File: config.mk
export PLATFORM = sky130hd
export DESIGN_NAME = rv32i_mem_arbiter
export DESIGN_NICKNAME = d
export VERILOG_FILES = /design/src/rtl/rv32i_mem_arbiter.sv
export SDC_FILE = /design/constraint.sdc
export NUM_CORES = 1
export LEC_CHECK = 0
export CORE_AREA = 5 5 114 116
export DETAILED_ROUTE_END_ITERATION = 10
export DIE_AREA = 0 0 119 121
export HOLD_SLACK_MARGIN = 0.06
export PLACE_DENSITY = 0.71
export SYNTH_ARGS = -nofsm -noshare
export SYNTH_HDL_FRONTEND = slang
export SYNTH_SLANG_ARGS = --single-unit
export TNS_END_PERCENT = 30
File: constraint.sdc
create_clock -name clk -period 1.6 [get_ports clk]
set_clock_uncertainty 0.2 [all_clocks]
set_input_delay 0.32 -clock clk [delete_from_list [all_inputs] [get_ports clk]]
set_output_delay 0.32 -clock clk [all_outputs]
set_load 0.02 [all_outputs]
File: src/rtl/rv32i_mem_arbiter.sv
// Two-port fixed-priority arbiter in front of a single-port synchronous memory.
// Optional port-1 starvation guard compiled in with MEM_ARB_STARVE_GUARD_EN.
module rv32i_mem_arbiter #(
    parameter int unsigned ADDR_W       = 32,
    parameter int unsigned DATA_W       = 32,
    parameter int unsigned STARVE_LIMIT = 8
) (
    input  logic              clk,
    input  logic              rst,
    input  logic              req0,
    input  logic              we0,
    input  logic [ADDR_W-1:0] addr0,
    input  logic [DATA_W-1:0] wdata0,
    input  logic              req1,
    input  logic              we1,
    input  logic [ADDR_W-1:0] addr1,
    input  logic [DATA_W-1:0] wdata1,
    output logic              gnt0,
    output logic              gnt1,
    output logic              rvalid0,
    output logic              rvalid1,
    output logic [DATA_W-1:0] rdata0,
    output logic [DATA_W-1:0] rdata1,
    output logic [ADDR_W-1:0] mem_addr,
    output logic [DATA_W-1:0] mem_wr_data,
    output logic              mem_wr_ena,
    input  logic [DATA_W-1:0] mem_rd_data,
    output logic              busy
);

    typedef enum logic [1:0] {
        OWN_NONE = 2'd0,
        OWN_P0   = 2'd1,
        OWN_P1   = 2'd2
    } owner_t;

    owner_t rd_owner;
    owner_t rd_owner_nxt;
    logic   force1;

    if (STARVE_LIMIT == 0 || STARVE_LIMIT > 255) begin : g_bad_limit
        $error("rv32i_mem_arbiter: STARVE_LIMIT must be in 1..255");
    end

    // Grants are killed combinationally while rst is high.
    assign gnt0 = ~rst & req0 & ~force1;
    assign gnt1 = ~rst & req1 & (~req0 | force1);

`ifdef MEM_ARB_STARVE_GUARD_EN
    localparam logic [7:0] LIMIT = 8'(STARVE_LIMIT);

    logic [7:0] starve_cnt;

    // Counts consecutive denied port-1 cycles, saturating at LIMIT.
    always_ff @(posedge clk or posedge rst) begin
        if (rst) begin
            starve_cnt <= '0;
        end else if (gnt1 | ~req1) begin
            starve_cnt <= '0;
        end else if (starve_cnt != LIMIT) begin
            starve_cnt <= starve_cnt + 8'd1;
        end
    end

    assign force1 = req1 & (starve_cnt == LIMIT);
`else
    assign force1 = 1'b0;
`endif

    always_ff @(posedge clk or posedge rst) begin
        if (rst) begin
            rd_owner <= OWN_NONE;
        end else begin
            rd_owner <= rd_owner_nxt;
        end
    end

    // Read owner follows whichever port was granted a read this cycle.
    always_comb begin
        rd_owner_nxt = OWN_NONE;
        if (gnt0 & ~we0) begin
            rd_owner_nxt = OWN_P0;
        end else if (gnt1 & ~we1) begin
            rd_owner_nxt = OWN_P1;
        end
    end

    assign rvalid0 = (rd_owner == OWN_P0);
    assign rvalid1 = (rd_owner == OWN_P1);
    assign rdata0  = mem_rd_data;
    assign rdata1  = mem_rd_data;

    // Port 0 drives the memory bus unless port 1 holds the grant.
    assign mem_addr    = gnt1 ? addr1  : addr0;
    assign mem_wr_data = gnt1 ? wdata1 : wdata0;
    assign mem_wr_ena  = (gnt0 & we0) | (gnt1 & we1);

    assign busy = req0 | req1 | (rd_owner != OWN_NONE);

endmodule
==> impl_metrics.py, run 1 <==
metrics = {
    "status": {
        "outcome": "complete, but fails checks",
        "violations": "setup timing",
    },
    "sta": {
        "final.period_utilization_pct": 132,
        "rsz0062_at_grt": "yes",
        "layout_min_cycle_time_ns": 2.12,
        "slew_headroom_pct": 83.8,
        "postLayoutSetupSlackWorst_ns": -0.516,
        "whs_ns": 0.220,
        "slew_viol_final": 0,
        "setup_viol": 67,
        "hold_viol_final": 0,
        "tightest_slew_ns": 0.242,
        "clock.fmax_ghz": 0.473,
    },
    "power": {
        "power.density_mw_per_mm2": 404,
        "power.internal_uw": 1070,
        "p_switching_uw": 431,
        "p_clk_share_pct": 25.3,
        "p_leak_uw": 0.00163,
        "switching_share_pct": 28.7,
        "power_frac_seq_pct": 3.6,
        "comb_power_share_pct": 71.2,
        "peakVddDrop_mv": 0.377,
    },
    "placement": {
        "hpwl_um": 5850,
        "pre_cts_ws_ns": -1.25,
        "place_congestion": 0.812,
        "port_buffers": 203,
        "dp_cells": 441,
    },
    "clock_network": {
        "clk_pin_slew_ns": 0.03,
        "clock-sinks": 2,
        "cts_buffers": 3,
        "clockBufferDepth": 2,
        "htree_levels": 1,
        "cts_tree": "done",
        "clockRootBuffer": "clkbuf_16",
    },
    "final_layout": {
        "nets": 480,
        "num_antenna_cells": 0,
        "final_common_cell": "clkdlybuf4s50_1",
        "syn_to_final_growth_pct": 168,
        "final_cell_mix": "clkdlybuf4s50_1, mux2_4, buf_6, buf_2, buf_4",
        "largest_reg_flops": 2,
        "top_regs": "rd_owner: 2 flops",
        "final_layout_size_suffix_gt1_share_pct": 54.5,
        "fin_cells": 459,
        "regMostFlops": "rd_owner",
    },
    "floorplan": {
        "initial_utilization_pct": 11.7,
        "dieArea_mm2": 0.0144,
        "die_h_um": 121,
        "dieWidth_um": 119,
        "coreArea_mm2": 0.0118,
        "row_count": 40,
        "ios": 300,
    },
    "worst_setup_path": {
        "critPathCaptureType": "output port",
        "slowest_delay_ns": 0.29,
        "crit_path_start_kind": "primary input",
        "critPathMaxFanout": 5,
        "crit_required_ns": 1.08,
        "path_buf_inv": 6,
        "arrival_ns": 1.60,
        "crit_path_cell_trace": "buf_8, nor3b_4, buf_12, buf_12, buf_16, buf_6, mux2_4, buf_6",
        "critPathCapture": "mem_addr[8]",
        "startpoint": "rst",
        "slowest_stage": "mux2_4",
        "crit_cells": 8,
        "crit_type": "in -> out",
        "crit_family": "buffers and inverters",
    },
    "yosys": {
        "avgSynthCellArea_um2": 9.36,
        "seq_area_frac_synth_pct": 3.61,
        "yosysWarnings": 0,
        "synthCells": 148,
        "syn_area_mm2": 0.00139,
        "synth_cell_types": 13,
        "ys_seq_elements": 2,
        "syn-num-nets": 314,
    },
    "routing": {
        "drt_iter0_markers": 14,
        "dr.pass1.iters": 2,
        "route.detailed.drc": 0,
        "viasPerCell": 3.62,
        "ant_nets": 0,
        "post_drt_wl_per_cell_um": 15.3,
        "wl_um": 7000,
        "vias": 1662,
    },
    "grt": {
        "grt_pass1_wl_um": 9970,
        "track_usage_pct": 8.61,
        "first_global_vias": 1896,
        "antenna_found_initial": 0,
        "grt.overflow.total": 0,
        "grt_max_degree": 17,
    },
    "job": {
        "max_cap_violations": 0,
    },
    "worst_hold_path": {
        "hold_path_class": "in -> reg",
    },
}
==> metrics by stage <==
step	power (uW)	area (um^2)	setup TNS (ns)	utilization, %
after global routing	1570	3710	-31.24	31.4
after global placement	1040	3360	-77.21	28.4
after CTS	1450	3540	-34.63	30.0
after detailed placement	1050	3360	-80.93	28.4
final	1500	3710	-28.84	31.4
after floorplan	676	1560	-6.73	-
==> repair_timing <==
| action | CTS | global route |
|---|---|---|
| resized for setup | 338 | 89 |
| setup endpoints to repair | 70 | 68 |
| gates cloned | 3 | 1 |
| pin swaps | 2 | 1 |
| setup buffers | 6 | 5 |
| hold endpoints to repair | 2 | 0 |
| hold buffers | 1 | 0 |
==> Yosys cell counts (all sizes together) <==
| cell | number | area share [%] |
|---|---|---|
| mux2 | 64 | 52 |
| nor2b | 5 | 2.3 |
| or4 | 1 | 0.54 |
| buf | 71 | 39 |
| nor3b | 1 | 0.90 |
| dfrtp | 2 | 3.6 |
| inv | 1 | 0.27 |
| nand3b | 1 | 0.54 |
| a21oi | 1 | 0.36 |
| nand2 | 1 | 0.27 |
==> worst min path at each step <==
stage	start	end	slack, ns	depth (start not counted)
after floorplan	rst	rd_owner[0]	-0.14	1
after global placement	mem_rd_data[30]	rdata0[30]	0.44	0
after detailed placement	mem_rd_data[30]	rdata0[30]	0.44	0
after CTS	we0	rd_owner[0]	0.24	2
after global routing	we0	rd_owner[0]	0.23	2
final	we0	rd_owner[0]	0.22	2
==> routing by layer <==
layer | routed length (um) | vias up | track usage [%] | share of wire, %
li1 | - | 774 | - | -
met1 | 2420 | 720 | 8.78 | 35
met2 | 3590 | 168 | 15.9 | 51
met5 | 0 | - | 0 | 0
met3 | 995 | 0 | 4.66 | 14
met4 | 0 | 0 | 1.01 | 0
==> cell type report <==
cell class / instances / area (um^2)
timing repair buffer: 232 / 2390
sequential: 2 / 50.0
inverter: 1 / 3.75
multi-input combinational: 74 / 1010
clock buffer: 3 / 75.1
tap: 147 / 184
fill: 1190 / 8100
==> cells by family (layout without fill, tap and decap cells) <==
family / count (synthesis) / count (layout) / share of synthesized area [%]
DFF: 2 / 2 / 3.61
buffers and inverters: 72 / 236 / 39.5
AOI/OAI and AO/OA: 1 / 1 / 0.361
and+or+nand+nor: 9 / 9 / 4.52
muxes: 64 / 64 / 52.0
==> power groups by stage <==
stage	sequential [uW]	combinational (uW)	clock (uW)
floorplan	53.8	623	0
global placement	53.9	989	0
detailed placement	53.8	997	0
CTS	53.4	1010	387
global route	53.6	1120	394
finish	53.3	1070	379
(Power assumes the default switching activity.)
==> inputs of run 2 (changes only) <==
- MAX_ROUTING_LAYER: default -> met4
==> impl_metrics.py, run 2 (synthesized netlist as in run 1, its figures left out) <==
metrics = {
    "clock_network": {
        "clockRootBuffer": "clkbuf_16",
        "cts_buffers": 3,
        "cts_tree": "done",
        "clk_pin_slew_ns": 0.03,
        "clock-sinks": 2,
        "clockBufferDepth": 2,
        "htree_levels": 1,
    },
    "worst_setup_path": {
        "slowest_delay_ns": 0.29,
        "crit_type": "in -> out",
        "slowest_stage": "mux2_4",
        "crit_path_start_kind": "primary input",
        "crit_required_ns": 1.08,
        "crit_path_cell_trace": "buf_8, nor3b_4, buf_12, buf_12, buf_16, buf_6, mux2_4, buf_6",
        "critPathMaxFanout": 5,
        "arrival_ns": 1.60,
        "critPathCaptureType": "output port",
    },
    "grt": {
        "antenna_found_initial": 0,
        "grt.overflow.total": 0,
        "grt_pass1_wl_um": 9960,
        "track_usage_pct": 8.85,
        "grt_max_degree": 17,
        "first_global_vias": 1897,
    },
    "worst_hold_path": {
        "hold_path_class": "in -> reg",
        "whs_path_depth": 2,
    },
    "final_layout": {
        "syn_to_final_growth_pct": 168,
        "largest_reg_flops": 2,
        "final_layout_size_suffix_gt1_share_pct": 54.5,
        "top_regs": "rd_owner: 2 flops",
        "final_common_cell": "clkdlybuf4s50_1",
        "seq_area_um2": 50.0,
        "num-fill-cells": 1190,
        "multi_input_area_mm2": 0.00101,
        "num_antenna_cells": 0,
        "fin_cells": 459,
        "final_cell_mix": "clkdlybuf4s50_1, mux2_4, buf_6, buf_2, buf_4",
        "regMostFlops": "rd_owner",
        "nets": 480,
    },
    "sta": {
        "postLayoutSetupSlackWorst_ns": -0.516,
        "slew_viol_final": 0,
        "slew_headroom_pct": 83.8,
        "setup_viol": 67,
        "finalSetupTns_ns": -28.85,
        "clock.fmax_ghz": 0.473,
        "hold_viol_final": 0,
        "rsz0062_at_grt": "yes",
        "layout_min_cycle_time_ns": 2.12,
        "tightest_slew_ns": 0.242,
        "final.period_utilization_pct": 132,
    },
    "placement": {
        "place_congestion": 0.824,
        "pre_cts_ws_ns": -1.25,
        "hpwl_um": 5850,
        "dp_cells": 441,
        "port_buffers": 203,
    },
    "floorplan": {
        "dieWidth_um": 119,
        "initial_utilization_pct": 11.7,
        "row_count": 40,
        "ios": 300,
        "dieArea_mm2": 0.0144,
        "coreArea_mm2": 0.0118,
        "die_h_um": 121,
    },
    "power": {
        "p_clk_share_pct": 25.3,
        "power.internal_uw": 1070,
        "comb_power_share_pct": 71.2,
        "p_switching_uw": 431,
        "p_leak_uw": 0.00163,
        "peakVddDrop_mv": 0.376,
        "switching_share_pct": 28.8,
        "power.density_mw_per_mm2": 404,
        "power_frac_seq_pct": 3.6,
    },
    "routing": {
        "dr.pass1.iters": 2,
        "ant_nets": 0,
        "viasPerCell": 3.62,
        "wl_um": 7000,
        "post_drt_wl_per_cell_um": 15.3,
        "vias": 1663,
        "route.detailed.drc": 0,
        "drt_iter0_markers": 14,
    },
    "status": {
        "outcome": "complete, but fails checks",
        "violations": "setup timing",
    },
    "job": {
        "max_cap_violations": 0,
    },
}
run 2: cell counts in the layout (fill, tap and decap cells not counted):
No cell type changed its count.
run 2: area by class of cell:
type / count / area share, %
Inverter: 1 / 0.101
Timing Repair Buffer: 232 / 64.4
Multi-Input combinational cell: 74 / 27.2
Sequential cell: 2 / 1.35
Tap cell: 147 / 4.95
Clock buffer: 3 / 2.02
run 2: path summary, 6_finish.rpt:
path                       from  slack [ns]     endpoint
min in group asynchronous   rst        0.43  rd_owner[0]
max in group asynchronous   rst        0.66  rd_owner[1]
hold / removal              we0        0.22  rd_owner[0]
setup / recovery            rst       -0.52  mem_addr[8]
run 2: repair_timing:
action,4_1_cts,5_1_grt
gates resized for setup,338,89
endpoints found under the setup margin,70,68
endpoints found under the hold margin,2,0
setup buffers,6,5
gates cloned,3,1
hold buffers,1,0
pin swaps,2,1
run 2: worst max-delay path, delay by kind of cell:
family,cells,cell delay (ns)
buffers and inverters,6,0.72
AND/OR/NAND/NOR,1,0.26
multiplexers,1,0.29
run 2: per-stage QoR:
step	area [um^2]	util, %	total power [uW]	hold slack (ns)
2_1_floorplan	1560	-	676	-0.139
3_3_place_gp	3360	28.4	1040	0.440
3_5_place_dp	3360	28.4	1050	0.440
4_1_cts	3540	30.0	1450	0.237
5_1_grt	3710	31.4	1570	0.233
6_report	3710	31.4	1500	0.220
run 2: power groups by stage:
stage	Clock (uW)	Combinational, uW	Sequential, uW
finish	379	1070	53.3
global route	394	1120	53.6
global placement	0	989	53.9
detailed placement	0	997	53.8
CTS	387	1010	53.4
floorplan	0	623	53.8
run 2: layer usage:
metal  routed length, um  track usage [%]
met1                2510             9.15
met2                3590             15.9
met3                 906             4.06
met4                   0             1.01
met5                   0                -
==> inputs of run 3 (changes only) <==
- CORE_AREA: 5 5 114 116 -> 2 2 118 120
- DIE_AREA: 0 0 119 121 -> 0 0 120 122
- PLACE_DENSITY: 0.71 -> 0.65
==> impl_metrics.py, run 3 (synthesized netlist as in run 1, its figures left out) <==
metrics = {
    "status": {
        "outcome": "complete, but fails checks",
        "violations": "setup timing",
    },
    "worst_setup_path": {
        "crit_required_ns": 1.08,
        "cp_common_cell": "buf_8",
        "slowest_stage": "mux2_4",
        "crit_path_start_kind": "primary input",
        "critPathCaptureType": "output port",
        "crit_type": "in -> out",
        "arrival_ns": 1.52,
        "crit_path_cell_trace": "buf_8, nor3b_4, buf_6, buf_12, buf_8, mux2_4, buf_2",
        "slowest_delay_ns": 0.29,
        "critPathMaxFanout": 6,
    },
    "power": {
        "power_uw": 1470,
        "power.density_mw_per_mm2": 398,
        "p_leak_uw": 0.00160,
        "peakVddDrop_mv": 0.346,
    },
    "final_layout": {
        "nets": 483,
        "num-fill-cells": 1410,
        "top_regs": "rd_owner: 2 flops",
        "design_area_mm2": 0.00370,
        "final_cell_mix": "clkdlybuf4s50_1, buf_6, mux2_4, buf_2, mux2_2",
        "final_layout_size_suffix_gt1_share_pct": 54.6,
        "largest_reg_flops": 2,
        "syn_to_final_growth_pct": 167,
        "regMostFlops": "rd_owner",
        "num_antenna_cells": 0,
        "final_common_cell": "clkdlybuf4s50_1",
    },
    "floorplan": {
        "initial_utilization_pct": 10.3,
        "ios": 300,
        "row_count": 43,
        "dieArea_mm2": 0.0146,
        "coreArea_mm2": 0.0135,
        "die_h_um": 122,
        "dieWidth_um": 120,
    },
    "routing": {
        "met3_wirelength_um": 835,
        "drt-met1-wl_um": 2150,
        "drt_iter0_markers": 18,
        "viasPerCell": 3.47,
        "post_drt_wl_per_cell_um": 13.2,
        "vias": 1719,
        "route.detailed.drc": 0,
        "wl_um": 6520,
        "dr.pass1.iters": 3,
        "top_layer_used": "met4",
        "wl_met2_um": 3520,
        "ant_nets": 0,
    },
    "clock_network": {
        "clockBufferDepth": 2,
        "cts_tree": "done",
        "clk_pin_slew_ns": 0.03,
        "clockRootBuffer": "clkbuf_16",
        "htree_levels": 1,
        "cts_buffers": 3,
        "clock-sinks": 2,
    },
    "placement": {
        "place_congestion": 0.703,
        "placed_cell_area_mm2": 0.00342,
        "port_buffers": 203,
        "hpwl_um": 5190,
    },
    "grt": {
        "antenna_found_initial": 0,
        "grt.overflow.total": 0,
        "first_global_vias": 1760,
        "track_usage_pct": 7.76,
        "grt_pass1_wl_um": 8710,
        "grt_max_degree": 15,
    },
    "sta": {
        "rsz0062_at_grt": "yes",
        "tightest_slew_ns": 0.196,
        "postLayoutSetupSlackWorst_ns": -0.437,
        "layout_min_cycle_time_ns": 2.04,
        "final.period_utilization_pct": 127,
        "slew_viol_final": 0,
        "setup_viol": 67,
        "slew_headroom_pct": 86.9,
        "hold_viol_final": 0,
        "clock.fmax_ghz": 0.491,
    },
    "job": {
        "max_cap_violations": 0,
    },
    "worst_hold_path": {
        "whs_path_depth": 4,
        "hold_start": "rst",
        "whs_endpoint": "rd_owner[0]",
        "hold_path_class": "in -> reg",
    },
}
[run 3: where the power goes]
| group | internal, uW | switching (uW) |
|---|---|---|
| logic | 679 | 363 |
| registers | 52.6 | 0.902 |
| clock network | 318 | 57.9 |
| total | 1050 | 422 |
[run 3: worst max-delay path, delay by kind of cell]
family	cells	cell delay (ns)
buffers and inverters	5	0.68
muxes	1	0.29
and+or+nand+nor	1	0.23
[run 3: what timing repair did]
action	CTS	global route
gates resized for setup	372	45
hold buffers	1	0
hold endpoints to repair	2	0
pin swaps	1	1
setup buffers	10	1
setup endpoints to repair	71	67
gates cloned	2	1
[run 3: worst max path at each step]
stage                     startpoint               to
final                            rst     mem_addr[30]
after global routing             rst      mem_addr[4]
after CTS                       req0     mem_addr[17]
after detailed placement         rst  mem_wr_data[22]
after global placement           rst  mem_wr_data[15]
after floorplan                  rst     mem_addr[11]
[run 3: area by class of cell]
| type | count | area [um^2] | area share, % |
|---|---|---|---|
| repair buffers | 235 | 2370 | 64.0 |
| multi-input cells | 74 | 978 | 26.4 |
| well taps | 180 | 225 | 6.09 |
| clock buffers | 3 | 75.1 | 2.03 |
| flip-flops and latches | 2 | 50.0 | 1.35 |
| inverters | 1 | 3.75 | 0.101 |
[run 3: routing by layer]
metal,global-route usage [%],up-vias
met2,14.8,169
met5,-,-
met3,2.81,2
li1,-,778
met4,1.32,0
met1,7.60,770
[run 3: through the flow]
stage                     instances  TNS (ns)  hold slack (ns)  setup slack [ns]  util [%]
after floorplan                 148     -6.73           -0.139            -0.125         -
after global placement          478    -81.73            0.412             -1.24      25.3
after detailed placement        478    -82.80            0.433             -1.26      25.3
after CTS                       494    -28.18            0.214            -0.511      26.2
after global routing            495    -28.60            0.337            -0.469      27.4
final                           495    -26.31            0.314            -0.437      27.4
